--- src/rtl/booth_r4_mult_seq_if.sv ---
// Handshake bundle for booth_r4_mult_seq; the accumulator pins exist only when
// BOOTH_ACC_EN is defined.
interface booth_r4_mult_seq_if #(
    parameter int WIDTH = 8
);
    logic                 start;
    logic                 signed_mode;
    logic [WIDTH-1:0]     q_in;
    logic [WIDTH-1:0]     m_in;
    logic                 busy;
    logic                 done;
    logic [2*WIDTH-1:0]   out;
`ifdef BOOTH_ACC_EN
    logic                 acc_clr;
    logic [2*WIDTH+7:0]   acc;
`endif

    modport master (
        output start, signed_mode, q_in, m_in,
        input  busy, done, out
`ifdef BOOTH_ACC_EN
        , output acc_clr
        , input  acc
`endif
    );

    modport slave (
        input  start, signed_mode, q_in, m_in,
        output busy, done, out
`ifdef BOOTH_ACC_EN
        , input  acc_clr
        , output acc
`endif
    );
endinterface

--- src/rtl/booth_r4_mult_seq.sv ---
// Sequential radix-4 Booth multiplier, one recoded digit per clock, signed/unsigned.
// Optional product accumulator enabled by defining BOOTH_ACC_EN.
module booth_r4_mult_seq #(
    parameter int WIDTH = 8
) (
    input logic               clk,
    input logic               rst,
    booth_r4_mult_seq_if.slave bus
);
    localparam int W2   = WIDTH + 2;
    localparam int ITER = W2 / 2;
    localparam int PW   = 2 * W2 + 1;
    localparam int CW   = $clog2(ITER + 1);

    generate
        if ((WIDTH % 2) != 0 || WIDTH < 4) begin : g_bad_width
            $error("booth_r4_mult_seq: WIDTH must be even and >= 4");
        end
    endgenerate

    // state | meaning
    // IDLE  | waiting for start, operands latched on acceptance
    // RUN   | one Booth digit added and P shifted per cycle, ITER cycles
    // DONE  | product copied to out, done pulses in the following cycle
    typedef enum logic [1:0] {
        IDLE = 2'd0,
        RUN  = 2'd1,
        DONE = 2'd2
    } state_t;

    state_t state, state_next;
    logic   load, step, finish;

    logic [PW-1:0]          p;
    logic signed [W2-1:0]   m_reg;
    logic [CW-1:0]          count;
    logic [W2-1:0]          q_ext;
    logic signed [W2+1:0]   m_x;
    logic signed [W2+1:0]   addend;
    logic signed [W2+1:0]   sum;
    logic                   done_reg;
    logic [2*WIDTH-1:0]     out_reg;

    always_ff @(posedge clk) begin
        if (rst) state <= IDLE;
        else     state <= state_next;
    end

    always_comb begin
        state_next = state;
        load       = 1'b0;
        step       = 1'b0;
        finish     = 1'b0;
        case (state)
            IDLE: begin
                if (bus.start) begin
                    load       = 1'b1;
                    state_next = RUN;
                end
            end
            RUN: begin
                step = 1'b1;
                if (count == CW'(ITER - 1)) state_next = DONE;
            end
            DONE: begin
                finish     = 1'b1;
                state_next = IDLE;
            end
            default: state_next = IDLE;
        endcase
    end

    assign bus.busy = (state != IDLE);
    assign bus.done = done_reg;
    assign bus.out  = out_reg;

    assign q_ext = bus.signed_mode ? {{2{bus.q_in[WIDTH-1]}}, bus.q_in}
                                   : {2'b00, bus.q_in};
    assign m_x   = {{2{m_reg[W2-1]}}, m_reg};

    always_comb begin
        addend = '0;
        case (p[2:0])
            3'b001, 3'b010: addend = m_x;
            3'b011:         addend = m_x <<< 1;
            3'b100:         addend = -(m_x <<< 1);
            3'b101, 3'b110: addend = -m_x;
            default:        addend = '0;
        endcase
    end

    // Two guard bits keep A + 2M from overflowing before the arithmetic shift.
    assign sum = $signed({{2{p[PW-1]}}, p[PW-1:W2+1]}) + addend;

    always_ff @(posedge clk) begin
        if (rst) begin
            p        <= '0;
            m_reg    <= '0;
            count    <= '0;
            done_reg <= 1'b0;
            out_reg  <= '0;
        end else begin
            done_reg <= finish;
            if (load) begin
                p     <= {{W2{1'b0}}, q_ext, 1'b0};
                m_reg <= bus.signed_mode ? $signed({{2{bus.m_in[WIDTH-1]}}, bus.m_in})
                                         : $signed({2'b00, bus.m_in});
                count <= '0;
            end else if (step) begin
                p     <= {sum, p[W2:2]};
                count <= count + CW'(1);
            end
            if (finish) out_reg <= p[2*WIDTH:1];
        end
    end

`ifdef BOOTH_ACC_EN
    logic                 mode_reg;
    logic [2*WIDTH+7:0]   acc_reg;
    logic [2*WIDTH+7:0]   prod_ext;

    assign prod_ext = mode_reg ? {{8{p[2*WIDTH]}}, p[2*WIDTH:1]}
                               : {8'd0, p[2*WIDTH:1]};

    always_ff @(posedge clk) begin
        if (rst) begin
            mode_reg <= 1'b0;
            acc_reg  <= '0;
        end else begin
            if (load) mode_reg <= bus.signed_mode;
            acc_reg <= (bus.acc_clr ? '0 : acc_reg) + (finish ? prod_ext : '0);
        end
    end

    assign bus.acc = acc_reg;
`endif
endmodule

--- src/flat_wrapper.sv ---
// flat-port wrapper written by rule: the top's interface ports become plain ports
module booth_r4_mult_seq_flat 
#(
    parameter int WIDTH = 8
)
  (clk, rst, bus_start, bus_signed_mode, bus_q_in, bus_m_in, bus_busy, bus_done, bus_out);
  booth_r4_mult_seq_if #(.WIDTH(WIDTH)) bus_i ();
  input logic clk;
  input logic rst;
  input wire logic [$bits(bus_i.start)-1:0] bus_start;
  input wire logic [$bits(bus_i.signed_mode)-1:0] bus_signed_mode;
  input wire logic [$bits(bus_i.q_in)-1:0] bus_q_in;
  input wire logic [$bits(bus_i.m_in)-1:0] bus_m_in;
  output wire logic [$bits(bus_i.busy)-1:0] bus_busy;
  output wire logic [$bits(bus_i.done)-1:0] bus_done;
  output wire logic [$bits(bus_i.out)-1:0] bus_out;
  assign bus_i.start = bus_start;
  assign bus_i.signed_mode = bus_signed_mode;
  assign bus_i.q_in = bus_q_in;
  assign bus_i.m_in = bus_m_in;
  assign bus_busy = bus_i.busy;
  assign bus_done = bus_i.done;
  assign bus_out = bus_i.out;
  booth_r4_mult_seq #(.WIDTH(WIDTH)) u_core (.clk(clk), .rst(rst), .bus(bus_i));
endmodule
--- config.mk ---
export PLATFORM = sky130hd
export DESIGN_NAME = booth_r4_mult_seq_flat
export DESIGN_NICKNAME = d
export VERILOG_FILES = /design/src/rtl/booth_r4_mult_seq_if.sv /design/src/rtl/booth_r4_mult_seq.sv /design/src/flat_wrapper.sv
export SDC_FILE = /design/constraint.sdc
export NUM_CORES = 1
export LEC_CHECK = 0
export CAP_MARGIN = 20
export CORE_ASPECT_RATIO = 0.7
export CORE_MARGIN = 1
export CORE_UTILIZATION = 50
export DETAILED_ROUTE_END_ITERATION = 8
export PLACE_DENSITY = 0.85
export SLEW_MARGIN = 20
export SYNTH_ARGS = -nofsm -noshare
export SYNTH_HDL_FRONTEND = slang
export SYNTH_SLANG_ARGS = --single-unit
--- constraint.sdc ---
create_clock -name clk -period 2.8 [get_ports clk]
set_input_delay 0.56 -clock clk [delete_from_list [all_inputs] [get_ports clk]]
set_output_delay 0.56 -clock clk [all_outputs]
set_load 0.02 [all_outputs]
; Yosys cells after proc, flatten, opt, wreduce, memory -nomap -nowiden
; Cells that the tools add are included.
[word_totals]
reg_bits = 53
output_inout_bits = 18
[classes]
n_addsub = 4
n_eq_ne = 11
n_reduce_logical = 7
n_mux = 12
[op_table]
columns = cell, count
row1 = 12-bit case mux with 4 select lines, 1
row2 = 11-bit 2-to-1 mux, 2
row3 = 10-bit 2-to-1 mux, 2
row4 = 10-bit by 12-bit adder with 12-bit output, 1
row5 = "3-bit == test, second input constant", 4
row6 = 10-bit negation with 12-bit output, 1
row7 = 11-bit negation with 12-bit output, 1
row8 = "3-bit by 2-bit == test with 1-bit output, second input constant", 2
row9 = 2-bit OR reduction, 3
row10 = 1-bit 2-to-1 mux, 4
row11 = 2-bit 2-to-1 mux, 2
row12 = 2-bit case mux with 2 select lines, 1
row13 = 2-bit nonzero test, 2
row14 = "3-bit by 1-bit adder with 3-bit output, second input constant", 1
row15 = "3-bit by 1-bit == test with 1-bit output, second input constant", 1
row16 = "2-bit by 1-bit == test with 1-bit output, second input constant", 1
row17 = "2-bit == test, second input constant", 1
row18 = 2-bit zero test, 1
row19 = "2-bit by 1-bit != test with 1-bit output, second input constant", 1
row20 = "2-bit != test, second input constant", 1
row21 = 2-bit AND reduction, 1

; Depth between registers and ports, before layout
; Gate-level depths: netlist of run 1.
[depth]
depth_word = 6
ltp_mapped = 14
mapped_depth_nobuf = 14

; Worst setup path before layout of run 1
; No wires, ideal clock.
[synth_path]
kind = register to register
startpoint = register u_core.m_reg[2]
endpoint = register u_core.p[20]
n_path_buf = 1
setup_time_ns = 0.142
path_stages_with_launch = 13
setup_slack_ns = -0.288
arrival_time_ns = 2.946
period_less_slack_ns = 3.088
cell_sequence = dfxtp_1 > buf_6 > or4_4 > nor4_1 > xnor2_1 > o22ai_1 > ha_1 > a21o_1 > a21o_1 > a21oi_1 > a2111oi_0 > a2111oi_1 > nand4_1
[synth_between]
elab_chain_len = 3
word_cells_on_any_way = 4
classes_between = add/sub (3) / mux (1)
[synth_rtl]
columns = item, line
row1 = start: declaration, booth_r4_mult_seq.sv:35  ; logic signed [W2-1:0] m_reg;
row2 = start signal: assignment, booth_r4_mult_seq.sv:106  ; m_reg <= bus.signed_mode ? $signed({{2{bus.m_in[WIDTH-1]}}, bus.m_in})
row3 = 11-bit negation with 12-bit output or 10-bit negation with 12-bit output (tied branches), "booth_r4_mult_seq.sv:86, booth_r4_mult_seq.sv:87"
row4 = 12-bit case mux with 4 select lines *, booth_r4_mult_seq.sv:83  ; case (p[2:0])
row5 = 10-bit by 12-bit adder with 12-bit output *, booth_r4_mult_seq.sv:93  ; assign sum = $signed({{2{p[PW-1]}}, p[PW-1:W2+1]}) + addend;
row6 = end signal: assignment, booth_r4_mult_seq.sv:105  ; p <= {{W2{1'b0}}, q_ext, 1'b0};
row7 = end signal: assignment, booth_r4_mult_seq.sv:110  ; p <= {sum, p[W2:2]};
row8 = end: declaration, booth_r4_mult_seq.sv:34  ; logic [PW-1:0] p;
; Every way passes the cells marked *; elsewhere a longest branch is shown, timed or not.
; A chain may end at the register's enable or synchronous reset.

; Worst setup path in the final report of run 1
[layout_path]
startpoint = register u_core.m_reg[1]
endpoint = register u_core.p[20]
; Same word-level chain as after synthesis.

==> metrics.csv, run 1 <==
metric,value,unit
clock latency on the worst-skew pair,0.32,ns
vias,3526,
CP arrival,3.50,ns
"Reg clk slew, reported paths",0.10,ns
critical setup path kind,reg2reg,
Overall Global Routing Usage,31.79,%
multi-input logic area,2227,um2
Comb power frac,28.7,%
worst ir drop on vdd,0.3479,mV
Slew Limit Fails,0,
WL final,11010,um
status,finished with violations,
pre-CTS setup slack,-0.4068,ns
Seq pwr share,45.7,%
post-synthesis area per instance,7.329,um2
largest net degree at the start of global routing,39,
switching part of the total power,32.19,%
std cell rows,23,
worst slew pin tran,0.6781,ns
Critical Path Fanout Max,4,
antenna violations before repair,0,
grt ovf,0,
Antenna diodes,0,
hpwl dp,6679,um
Crit. End Element,flip-flop,
CTS Buf Count,5,
first-pass GRT wire length,15530,um
Die Wd,95.22,um
final worst slack,-0.5065,ns
vias in the first global route,3224,
DRC,0,
max_slew headroom,54.79,%
CP peak stage delay,0.57,ns
share of layout cells above drive strength 1,27.84,%
max FFs per register,21,
WHS,0.4589,ns
Int Power,1.174,mW
Worst Setup Start Kind,flip-flop,
failing checks,setup timing,
leakage,1.762,nW
IO Port Bufs,37,
sw power,0.5575,mW
Core ar.,5784,um2
DRT iter0 DRCs,276,
mapped cell area,3042,um2
vias per cell,6.027,
final hold violations,0,
CTS H-tree depth,2,
TritonCTS clock tree,yes,
Ys Warns,0,
number of max-cap violations,0,
critical-path cell with the highest stage delay,or4_4,
maximum clock path buffer count,2,
minimum clock period,3.307,ns
FILL cells,369,
Hold/Removal Path Class,reg2reg,
Fin Setup TNS,-1.268,ns
skew final,0.004569,ns
initial core utilization,52.58,%
synthesized flop and latch total,52,
critical-path cell list,or4_4 > buf_6 > nor2_4 > xnor2_2 > a22oi_2 > o32ai_4 > ha_4 > a21oi_4 > o211ai_1 > nand4_1 > buf_4 > a2111oi_4 > a2111oi_2 > nand4_1,
Syn-to-layout area delta,48.01,%
drt wl/cell,18.83,um
clock network power share,25.6,%
"Top cell by count, worst path",nand4_1,
CTS sink cnt,52,
root buffer cell,clkbuf_8,
die height,67.26,um
placed inst area,3931,um2
post-route cell area,4502,um2
First-pass DRT Iterations,5,
post-synth net total,450,
fmax,302.4,MHz
Synth Flop Type,dfxtp_1,
count of cell types in the netlist,50,
RD Place Congestion,0.9586,
"FFs w/ async S/R, synth",0,%
post-route ant nets,0,
unrepaired setup endpoints after global routing,yes,
Final setup viols,6,
sequential area share after synthesis,34.22,%
die area,6404,um2
"Req. time, crit path",3.00,ns
Post-synth EDFFs,0,
final net count,544,
final cycle utilization of the critical path,118.1,%
Power Dens Cells,384.7,nW/um2
Syn Inst Count,415,
Register Area,1047,um2
I/O Pins,38,
cells in the final DEF (no fill, tap or decap), types with 5 or more instances in the layout:
| cell | synthesis | routed |
|---|---|---|
| nand2_1 | 93 | 91 |
| buf_4 | 0 | 69 |
| a21oi_1 | 53 | 47 |
| dfxtp_1 | 52 | 47 |
| clkdlybuf4s50_1 | 0 | 37 |
| nor2_1 | 28 | 25 |
| inv_1 | 17 | 16 |
| a22oi_1 | 11 | 10 |
| nand3_1 | 11 | 10 |
| o21ai_0 | 16 | 9 |
| xnor2_1 | 10 | 8 |
| ha_1 | 14 | 8 |
| buf_6 | 1 | 8 |
| or3_1 | 7 | 6 |
| ha_4 | 0 | 6 |
| a21o_1 | 5 | 5 |
| clkbuf_8 | 0 | 5 |
| dfxtp_2 | 0 | 5 |
power by group through the flow:
stage | Sequential [mW] | Combinational [mW] | Clock [mW]
floorplan | 0.794 | 0.231 | 0
global placement | 0.803 | 0.383 | 0
detailed placement | 0.804 | 0.391 | 0
CTS | 0.788 | 0.443 | 0.438
global route | 0.794 | 0.526 | 0.476
finish | 0.792 | 0.497 | 0.443
synth_stat cells (5+ instances only):
cell type | n | area [um2]
nand2_1 | 93 | 349.1
or3_1 | 7 | 43.79
a21oi_1 | 53 | 265.3
nor2_1 | 28 | 105.1
a22oi_1 | 11 | 82.58
xnor2_1 | 10 | 87.58
dfxtp_1 | 52 | 1041
nor3_1 | 6 | 30.03
a31oi_1 | 5 | 31.28
ha_1 | 14 | 175.2
o21ai_0 | 16 | 80.08
nand3_1 | 11 | 55.05
inv_1 | 17 | 63.81
clkbuf_1 | 23 | 86.33
a21o_1 | 5 | 37.54
layout make-up:
| type | count | share of cell area (%) |
|---|---|---|
| repair buffers | 114 | 21.73 |
| clock inverters | 2 | 0.3613 |
| inverters | 17 | 1.473 |
| multi-input cells | 319 | 49.47 |
| well taps | 75 | 2.084 |
| clock buffers | 6 | 1.612 |
| flip-flops and latches | 52 | 23.26 |
final timing paths:
path                                   startpoint  depth (start not counted)  slack, ns                end
worst max-delay path              u_core.m_reg[1]                         14      -0.51       u_core.p[20]
worst min-delay path            u_core.bus.out[1]                          2       0.46  u_core.bus.out[1]
worst max register to register    u_core.m_reg[1]                         14      -0.51       u_core.p[20]
worst min register to register  u_core.bus.out[1]                          2       0.46  u_core.bus.out[1]
timing repair:
item | in CTS | in global routing
setup endpoints to repair | 7 | 7
cloned | 0 | 0
hold buffers | 0 | 0
setup buffers | 11 | 3
pin swaps | 41 | 20
gates resized for setup | 51 | 27
metal layers:
layer	vias up	part of all wire [%]	routed length, um	global-route usage [%]
li1	1635	-	-	-
met1	1672	41	4539	41.06
met2	186	48	5299	53.48
met3	33	7.7	849	6.306
met4	0	3.0	326	10.23
met5	-	0	0	0
metrics by stage:
step	utilization [%]	cells	power (mW)
2_1_floorplan	-	415	1.025
3_3_place_gp	67.96	565	1.186
3_5_place_dp	67.96	565	1.195
4_1_cts	74.74	582	1.670
5_1_grt	77.83	585	1.796
6_report	77.83	585	1.732
cell families (layout without fill, tap and decap cells):
family,count (synthesis),count (layout),share of synthesized area [%]
compound gates,117,117,23.65
xor+xnor,13,13,3.743
fa+ha+maj,15,15,6.417
buf+inv,44,139,5.759
flops,52,52,34.22
mux,4,4,1.316
simple gates,170,170,24.89
critical path: cells and delay by family, from the launching register on:
family	cells	cell delay, ns
AOI/OAI and AO/OA	6	1.15
xor gates and xnor gates	1	0.10
adders and majority gates	1	0.30
buffers and inverters	2	0.30
DFF	1	0.34
and+or+nand+nor	4	0.99
(Power assumes the default switching activity.)
==> inputs of run 2 (changes only) <==
--- a/config.mk
+++ b/config.mk
@@ -10,7 +10,7 @@
 export CORE_MARGIN = 1
 export CORE_UTILIZATION = 50
 export DETAILED_ROUTE_END_ITERATION = 8
-export PLACE_DENSITY = 0.85
+export PLACE_DENSITY = 0.79
 export SLEW_MARGIN = 20
 export SYNTH_ARGS = -nofsm -noshare
 export SYNTH_HDL_FRONTEND = slang
==> run 2 against run 1 <==
Against the previous run: the run still ends with setup timing left; global-route usage shrank 2.4 points; flip-flop and latch count is the same; non-clock buffer count shrank 6; register-to-register slack gained 0.21 ns; critical endpoint unchanged; largest power group unchanged.
==> metrics.csv, run 2 (synthesis gave the netlist of run 1 again) <==
metric,value,unit
die height,67.26,um
"commonest non-fill, non-tap cell in the layout",nand2_1,
worst ir drop on vdd,0.2381,mV
first-pass GRT wire length,14550,um
FF-to-FF setup slack,-0.30,ns
Core ar.,5784,um2
minimum clock period,3.101,ns
failing checks,setup timing,
TritonCTS clock tree,yes,
Antenna diodes,0,
drt wl/cell,15.76,um
WL final,9126,um
largest net degree at the start of global routing,39,
fmax,322.4,MHz
RD Place Congestion,0.9215,
root buffer cell,clkbuf_8,
critical setup path kind,reg2reg,
share of layout cells above drive strength 1,23.61,%
skew final,0.008719,ns
initial core utilization,52.58,%
leakage,1.699,nW
Overall Global Routing Usage,29.34,%
CTS H-tree depth,2,
final cycle utilization of the critical path,110.8,%
Crit. End Element,flip-flop,
pre-CTS setup slack,-0.3475,ns
Power Dens Cells,415.9,nW/um2
"Reg clk slew, reported paths",0.10,ns
vias in the first global route,3017,
max_slew headroom,54.01,%
IO Port Bufs,37,
Syn-to-layout area delta,39.41,%
std cell rows,23,
R2R Path End,u_core.p[20],
HP Start,u_core.bus.out[4],
die area,6404,um2
grt ovf,0,
I/O Pins,38,
post-route ant nets,0,
final net count,538,
WHS,0.4567,ns
worst slew pin tran,0.6898,ns
CP arrival,3.28,ns
final worst slack,-0.3013,ns
"Req. time, crit path",2.98,ns
number of max-cap violations,0,
Slew Limit Fails,0,
vias per cell,5.710,
Worst Setup Start Kind,flip-flop,
hold-critical path depth,2,
CTS Buf Count,5,
Hold/Removal Path Class,reg2reg,
status,finished with violations,
final hold violations,0,
worst hold path endpoint,u_core.bus.out[4],
CTS sink cnt,52,
max FFs per register,21,
most frequent cells in the layout,"91 x nand2_1, 69 x buf_4, 49 x a21oi_1, 48 x dfxtp_1, 37 x clkdlybuf4s50_1",
RR Startpoint,u_core.m_reg[0],
DRC,0,
unrepaired setup endpoints after global routing,yes,
clock latency on the worst-skew pair,0.31,ns
DRT iter0 DRCs,148,
Final setup viols,4,
worst r2r path cells,14,
Die Wd,95.22,um
Util after Layout,73.31,%
antenna violations before repair,0,
maximum clock path buffer count,2,
First-pass DRT Iterations,4,
hpwl dp,6692,um
Critical Path Fanout Max,5,
vias,3306,
## run 2: changes by cell type in the layout (fill, tap and decap cells not counted), sizes merged
| cell | delta |
|---|---|
| bufinv | +1 |
| clkbuf | -1 |
| buf | -6 |
| clkinv | -1 |
| inv | +1 |
## run 2: layout make-up
type	count	area, um2
inverters	17	63.81
well taps	75	93.84
fillers	438	1544
clock inverters	3	46.29
repair buffers	108	910.9
flip-flops and latches	52	1046
clock buffers	5	68.82
multi-input cells	319	2011
## run 2: what timing repair did
action,CTS,global route
endpoints found under the setup margin,6,7
resized for setup,25,13
setup buffers,4,1
pin swaps,19,9
hold endpoints to repair,0,0
cloned,0,0
hold buffers,0,0
## run 2: worst max path at each step
stage	start	depth (start not counted)	to	slack, ns
detailed placement	u_core.m_reg[0]	14	u_core.p[20]	-0.35
floorplan	u_core.m_reg[2]	12	u_core.p[20]	-0.11
CTS	u_core.m_reg[0]	11	u_core.p[20]	-0.26
global route	u_core.m_reg[0]	11	u_core.p[20]	-0.38
finish	u_core.m_reg[0]	14	u_core.p[20]	-0.30
global placement	u_core.m_reg[0]	14	u_core.p[19]	-0.22
## run 2: where the power goes
| group | internal (mW) | switching [mW] | leakage, nW |
|---|---|---|---|
| combinational | 0.211 | 0.231 | 1.22 |
| sequential | 0.763 | 0.0247 | 0.424 |
| clock | 0.270 | 0.264 | 0.0548 |
| total | 1.24 | 0.520 | 1.70 |
## run 2: critical path: stages, from the launching register on
cell and delay, ns:
dfxtp_2 0.34, inv_1 0.09, ha_2 0.24, nand3_2 0.16, nor2_4 0.15, o21ai_0 0.08, a211o_1 0.27, o22ai_2 0.20
ha_1 0.27, a21o_1 0.20, a21o_1 0.19, a21oi_2 0.18, a211oi_1 0.11, a2111oi_2 0.35, nand4_1 0.15
## run 2: metal layers
metal | routed length (um) | track usage [%] | vias to the layer above | share of wire (%)
met4 | 76 | 3.788 | 0 | 0.83
met2 | 4130 | 48.84 | 115 | 45
li1 | - | - | 1629 | -
met3 | 555 | 3.829 | 10 | 6.1
met1 | 4364 | 41.49 | 1552 | 48
met5 | 0 | 0 | - | 0
## run 2: per-stage QoR
stage / instance area (um2) / cells / TNS, ns / total power [mW]
global route: 4240 / 579 / -1.104 / 1.838
global placement: 3946 / 567 / -0.5441 / 1.191
CTS: 4183 / 578 / -0.3458 / 1.750
floorplan: 3095 / 415 / -0.1050 / 1.025
detailed placement: 3946 / 567 / -0.8192 / 1.202
finish: 4240 / 579 / -0.5103 / 1.764
==> RTL edit 1, RTL diff (flow settings as in run 2) <==
`WIDTH` is set to 8 in 3 places; all go to 4.
--- a/src/rtl/booth_r4_mult_seq_if.sv
+++ b/src/rtl/booth_r4_mult_seq_if.sv
@@ -1,7 +1,7 @@
 // Handshake bundle for booth_r4_mult_seq; the accumulator pins exist only when
 // BOOTH_ACC_EN is defined.
 interface booth_r4_mult_seq_if #(
-    parameter int WIDTH = 8
+    parameter int WIDTH = 4
 );
     logic                 start;
     logic                 signed_mode;
--- a/src/rtl/booth_r4_mult_seq.sv
+++ b/src/rtl/booth_r4_mult_seq.sv
@@ -1,7 +1,7 @@
 // Sequential radix-4 Booth multiplier, one recoded digit per clock, signed/unsigned.
 // Optional product accumulator enabled by defining BOOTH_ACC_EN.
 module booth_r4_mult_seq #(
-    parameter int WIDTH = 8
+    parameter int WIDTH = 4
 ) (
     input logic               clk,
     input logic               rst,
--- a/src/flat_wrapper.sv
+++ b/src/flat_wrapper.sv
@@ -1,7 +1,7 @@
 // flat-port wrapper written by rule: the top's interface ports become plain ports
 module booth_r4_mult_seq_flat 
 #(
-    parameter int WIDTH = 8
+    parameter int WIDTH = 4
 )
   (clk, rst, bus_start, bus_signed_mode, bus_q_in, bus_m_in, bus_busy, bus_done, bus_out);
   booth_r4_mult_seq_if #(.WIDTH(WIDTH)) bus_i ();
Interface: changed (resized bus_m_in, bus_out and bus_q_in); port bits go from 38 to 22. No check against the original RTL was run, so the function may have changed too.
==> RTL edit 1 against run 2 <==
The run still ends with setup timing left. Synthesized cell count is 43% lower. Synthesized area is 41% lower. Total power is 39% lower. Worst setup slack better by 170 ps. Routed wire length is 50% lower. Sequential power is 39% lower. Final area is 44% lower. Combinational power is 44% lower. Sequential cell count is 21 lower. Largest cell class unchanged. Largest power group unchanged. Highest routed layer unchanged.
==> RTL edit 1: results (changes against run 2) <==
[run_status]
outcome=complete, but fails checks
violations=setup timing

[clocking]
clock_latency_ps=280  ; -30 ps
root_buffer=clkbuf_8
hold_buffers=0  ; unchanged
cts_inserted_buffers=5  ; unchanged
clk_path_buf_depth=2  ; unchanged
cts_max_level=2  ; unchanged
clk_pin_slew_ps=60  ; -40 ps

[critical_path]
cpPeakStageDelay_ps=360
crit_family=simple AND/OR/NAND/NOR gates
critical_path_arrival_ps=3140  ; -140 ps
crit_path_max_fanout=4  ; -1
cpMaxStageDelayCell=dfxtp_4

[logic_synthesis]
synth_cell_type_count=40  ; -20%
netlist_top_cells_area=dfxtp_1 34%, nand2_1 9.8%, a21oi_1 8.3%
avgSynthCellArea_sq_um=7.63  ; +4.2%
synth_common_cells=47 x nand2_1, 31 x dfxtp_1, 30 x a21oi_1
async_reset_ff_frac=0  ; unchanged
ys_warn_count=0  ; unchanged
seq_area_frac_synth=0.343  ; +0.000769
synth_nets=259  ; -42%

[timing]
fin_crit_sh=1.05  ; -0.0624
setup_violations=2  ; -2
slew-limit-headroom=0.622  ; +0.0820
finalSetupTns_ps=-128  ; +382 ps
final.setup_skew_ps=5.31  ; -3.41 ps
fin_ws_ps=-127  ; +175 ps

[global_routing]
grt_pass1_vias=1642  ; -46%
grt_pass1_wl_um=7350  ; -50%
grt_usage=0.253  ; -0.0404
antenna_found_initial=0  ; unchanged
grt_max_degree=24  ; -38%

[final_layout]
seqCellArea_sq_um=626  ; -40%
nets=296  ; -45%
largest_register_ffs=13  ; -38%
n_antenna_cell=0  ; unchanged
layout-drive-gt1-share=0.179  ; -0.0573
fill_cells=268  ; -39%
stdcell_count=321  ; -45%

[drt]
viasPerCell=5.72  ; +0.17%
drtPass1Iterations=4  ; unchanged
wire_per_inst_um=14.2  ; -10%
drt_iter0_drc=129  ; -13%

[placement]
gp_congestion=0.937  ; +1.7%
placed_cells=310  ; -45%
io_buffers=21  ; -43%
place_ws_ps=-77.8  ; +270 ps
hpwlAfterDp_um=3180  ; -52%
postPlaceCellArea_sq_mm=0.00222  ; -44%

[power_and_ir_drop]
p_leak_nw=0.937  ; -45%
max-vdd-ir-drop_mv=0.425  ; +79%
power.switching_uw=303  ; -42%

[hold_path]
min_path_type=reg -> reg

[RTL edit 1: area by class of cell]
type / instances / share of cell area
Inverter: 6 / 0.0106
Clock buffer: 6 / 0.0350
Tap cell: 47 / 0.0249
Clock inverter: 1 / 0.00212
Timing Repair Buffer: 45 / 0.166
Sequential cell: 31 / 0.265
Multi-Input combinational cell: 185 / 0.496
[RTL edit 1: final timing paths]
path | start | to | slack, ps | cells past startpoint
max | u_core.m_reg[1] | u_core.p[12] | -130 | 14
min | u_core.bus.out[6] | u_core.bus.out[6] | 450 | 2
max reg2reg | u_core.m_reg[1] | u_core.p[12] | -130 | 14
min reg2reg | u_core.bus.out[6] | u_core.bus.out[6] | 450 | 2
[RTL edit 1: cell families (layout without fill, tap and decap cells)]
kind of cell,count (synthesis),count (layout),synth area share
compound gates,55,55,0.181
flops,31,31,0.343
fa+ha+maj,10,10,0.0733
simple gates,107,107,0.282
mux,3,3,0.0242
buf+inv,21,58,0.0477
xor+xnor,10,10,0.0484
[RTL edit 1: worst reg2reg max path, delay by kind of cell (launching register included)]
kind / cells / cell delay, ps
simple gates: 6 / 1140
compound gates: 3 / 530
fa+ha+maj: 2 / 400
xor+xnor: 2 / 380
flops: 1 / 360
buf+inv: 1 / 60
[RTL edit 1: timing repair]
action,4_1_cts,5_1_grt
gates resized for setup,1,6
setup endpoints to repair,2,3
setup buffers,3,1
pin swaps,5,5
[RTL edit 1: power by group through the flow]
| stage | sequential [mW] | combinational (mW) | clock, mW |
|---|---|---|---|
| 2_1_floorplan | 0.481 | 0.150 | 0 |
| 3_3_place_gp | 0.489 | 0.220 | 0 |
| 3_5_place_dp | 0.490 | 0.224 | 0 |
| 5_1_grt | 0.483 | 0.268 | 0.373 |
| 4_1_cts | 0.480 | 0.236 | 0.356 |
| 6_report | 0.481 | 0.246 | 0.351 |
[RTL edit 1: routing by layer]
metal,GRT usage,vias up,share of wire
li1,-,908,-
met1,0.352,855,0.50
met2,0.393,64,0.43
met3,0.0558,9,0.060
met4,0.0705,0,0.013
met5,0,-,0
==> RTL edit 2, RTL diff (flow settings as in run 2) <==
Without the edit above. The 3 states of `state_t` get a one-hot encoding in 3 bits.
--- a/src/rtl/booth_r4_mult_seq.sv
+++ b/src/rtl/booth_r4_mult_seq.sv
@@ -22,10 +22,10 @@
     // IDLE  | waiting for start, operands latched on acceptance
     // RUN   | one Booth digit added and P shifted per cycle, ITER cycles
     // DONE  | product copied to out, done pulses in the following cycle
-    typedef enum logic [1:0] {
-        IDLE = 2'd0,
-        RUN  = 2'd1,
-        DONE = 2'd2
+    typedef enum logic [2:0] {
+        IDLE = 3'b001,
+        RUN  = 3'b010,
+        DONE = 3'b100
     } state_t;
 
     state_t state, state_next;
Formal check against the unedited RTL: same outputs for any inputs over 4 cycles, from zero or initial values and one cycle with rst high; so few cycles prove little.
==> RTL edit 2 against run 2 <==
The flow still finishes with violations (setup timing). Final cell count decreased by 3.1%. Synthesized area rose by 2.8%. Critical endpoint unchanged. Highest routed layer unchanged. Routed wire length is 1.3% higher. Critical path type unchanged. Worst setup slack got worse by 2.5 ps. Final area is 1.6% higher. Total power up 1.5%. Clock skew shrank 1.1 ps. Non-clock buffer count is 17 lower. Sequential cell count up 1.
==> RTL edit 2: results (changes against run 2) <==
[power_and_ir_drop]
p_int_mw=1.22  ; -1.8%
sequentialPower_uw=806  ; +2%
p_leak_nw=1.59  ; -6.3%
comb_power_uw=544  ; +23%
max-vdd-ir-drop_mv=0.228  ; -4.3%

[critical_path]
critical_path_arrival_ps=3350  ; +70 ps
cpPeakStageDelay_ps=570  ; +220 ps
cpMaxStageDelayCell=or4_4
crit_path_max_fanout=4  ; -1

[logic_synthesis]
synth_xor_area_frac=0.0448  ; +0.00738
seq_area_frac_synth=0.339  ; -0.00291
synth_compound_area_frac=0.196  ; -0.0404
synth_cell_type_count=51  ; +2.0%
synth_fa_ha_area_frac=0.0624  ; -0.00175
synth_common_cells=101 x nand2_1, 53 x dfxtp_1, 45 x a21oi_1

[drt]
wire_per_inst_um=16.5  ; +4.6%
drtPass1Iterations=5  ; +1
viasPerCell=5.71  ; about the same

[run_status]
outcome=complete, but fails checks
violations=setup timing

[timing]
final.setup_skew_ps=7.65  ; -1.07 ps
fin_ws_ps=-304  ; -2.47 ps
tightestPinTransition_ps=673  ; -17.2 ps
setup_violations=7  ; +3
hold_slack_ps=457  ; -0.168 ps

[global_routing]
grt_pass1_vias=2821  ; -6.5%
grt_usage=0.276  ; -0.0176
grt_pass1_wl_um=13700  ; -5.6%

[final_layout]
layout-drive-gt1-share=0.245  ; +0.00874
nets=520  ; -3.3%

[placement]
postPlaceCellArea_sq_mm=0.00381  ; -3.4%
hpwlAfterDp_um=6220  ; -7.1%

[hold_path]
hp-start=u_core.bus.out[2]

-- RTL edit 2: stage by stage --
stage | power (mW) | worst slack [ps] | setup TNS [ps] | instances
floorplan | 1.09 | -109 | -302 | 418
global route | 1.86 | -410 | -1720 | 561
CTS | 1.73 | -238 | -746 | 556
global placement | 1.24 | -187 | -780 | 540
finish | 1.79 | -304 | -1020 | 561
detailed placement | 1.25 | -341 | -1530 | 540
-- RTL edit 2: critical path, delay by kind of cell, from the launching register on --
family	cells	cell delay (ps)
AOI/OAI and AO/OA	3	350
adders and majority gates	1	310
buffers and inverters	1	140
DFF	1	370
muxes	3	720
and+or+nand+nor	6	1160
-- RTL edit 2: routing by layer --
| layer | vias up | GRT usage | part of all wire |
|---|---|---|---|
| met4 | 0 | 0.0588 | 0.0091 |
| met1 | 1523 | 0.381 | 0.46 |
| li1 | 1576 | - | - |
| met2 | 93 | 0.450 | 0.48 |
| met3 | 10 | 0.0500 | 0.054 |
| met5 | - | 0 | 0 |
-- RTL edit 2: layout make-up --
class | instances | area [sq um] | area share
flip-flops and latches | 53 | 1070 | 0.247
repair buffers | 91 | 791 | 0.184
inverters | 13 | 48.8 | 0.0113
multi-input cells | 321 | 2220 | 0.515
clock inverters | 3 | 21.3 | 0.00494
well taps | 75 | 93.8 | 0.0218
clock buffers | 5 | 68.8 | 0.0160
-- RTL edit 2: how the worst min path moves through the flow --
stage,end
final,u_core.bus.out[2]
after global routing,u_core.bus.out[3]
after CTS,u_core.bus.out[6]
after detailed placement,u_core.bus.out[6]
after global placement,u_core.bus.out[6]
after floorplan,u_core.p[17]
-- RTL edit 2: repair_timing --
action / in CTS / in global routing
pin swaps: 26 / 16
buffers inserted: 9 / 6
gates resized for setup: 36 / 30
setup endpoints to repair: 7 / 8
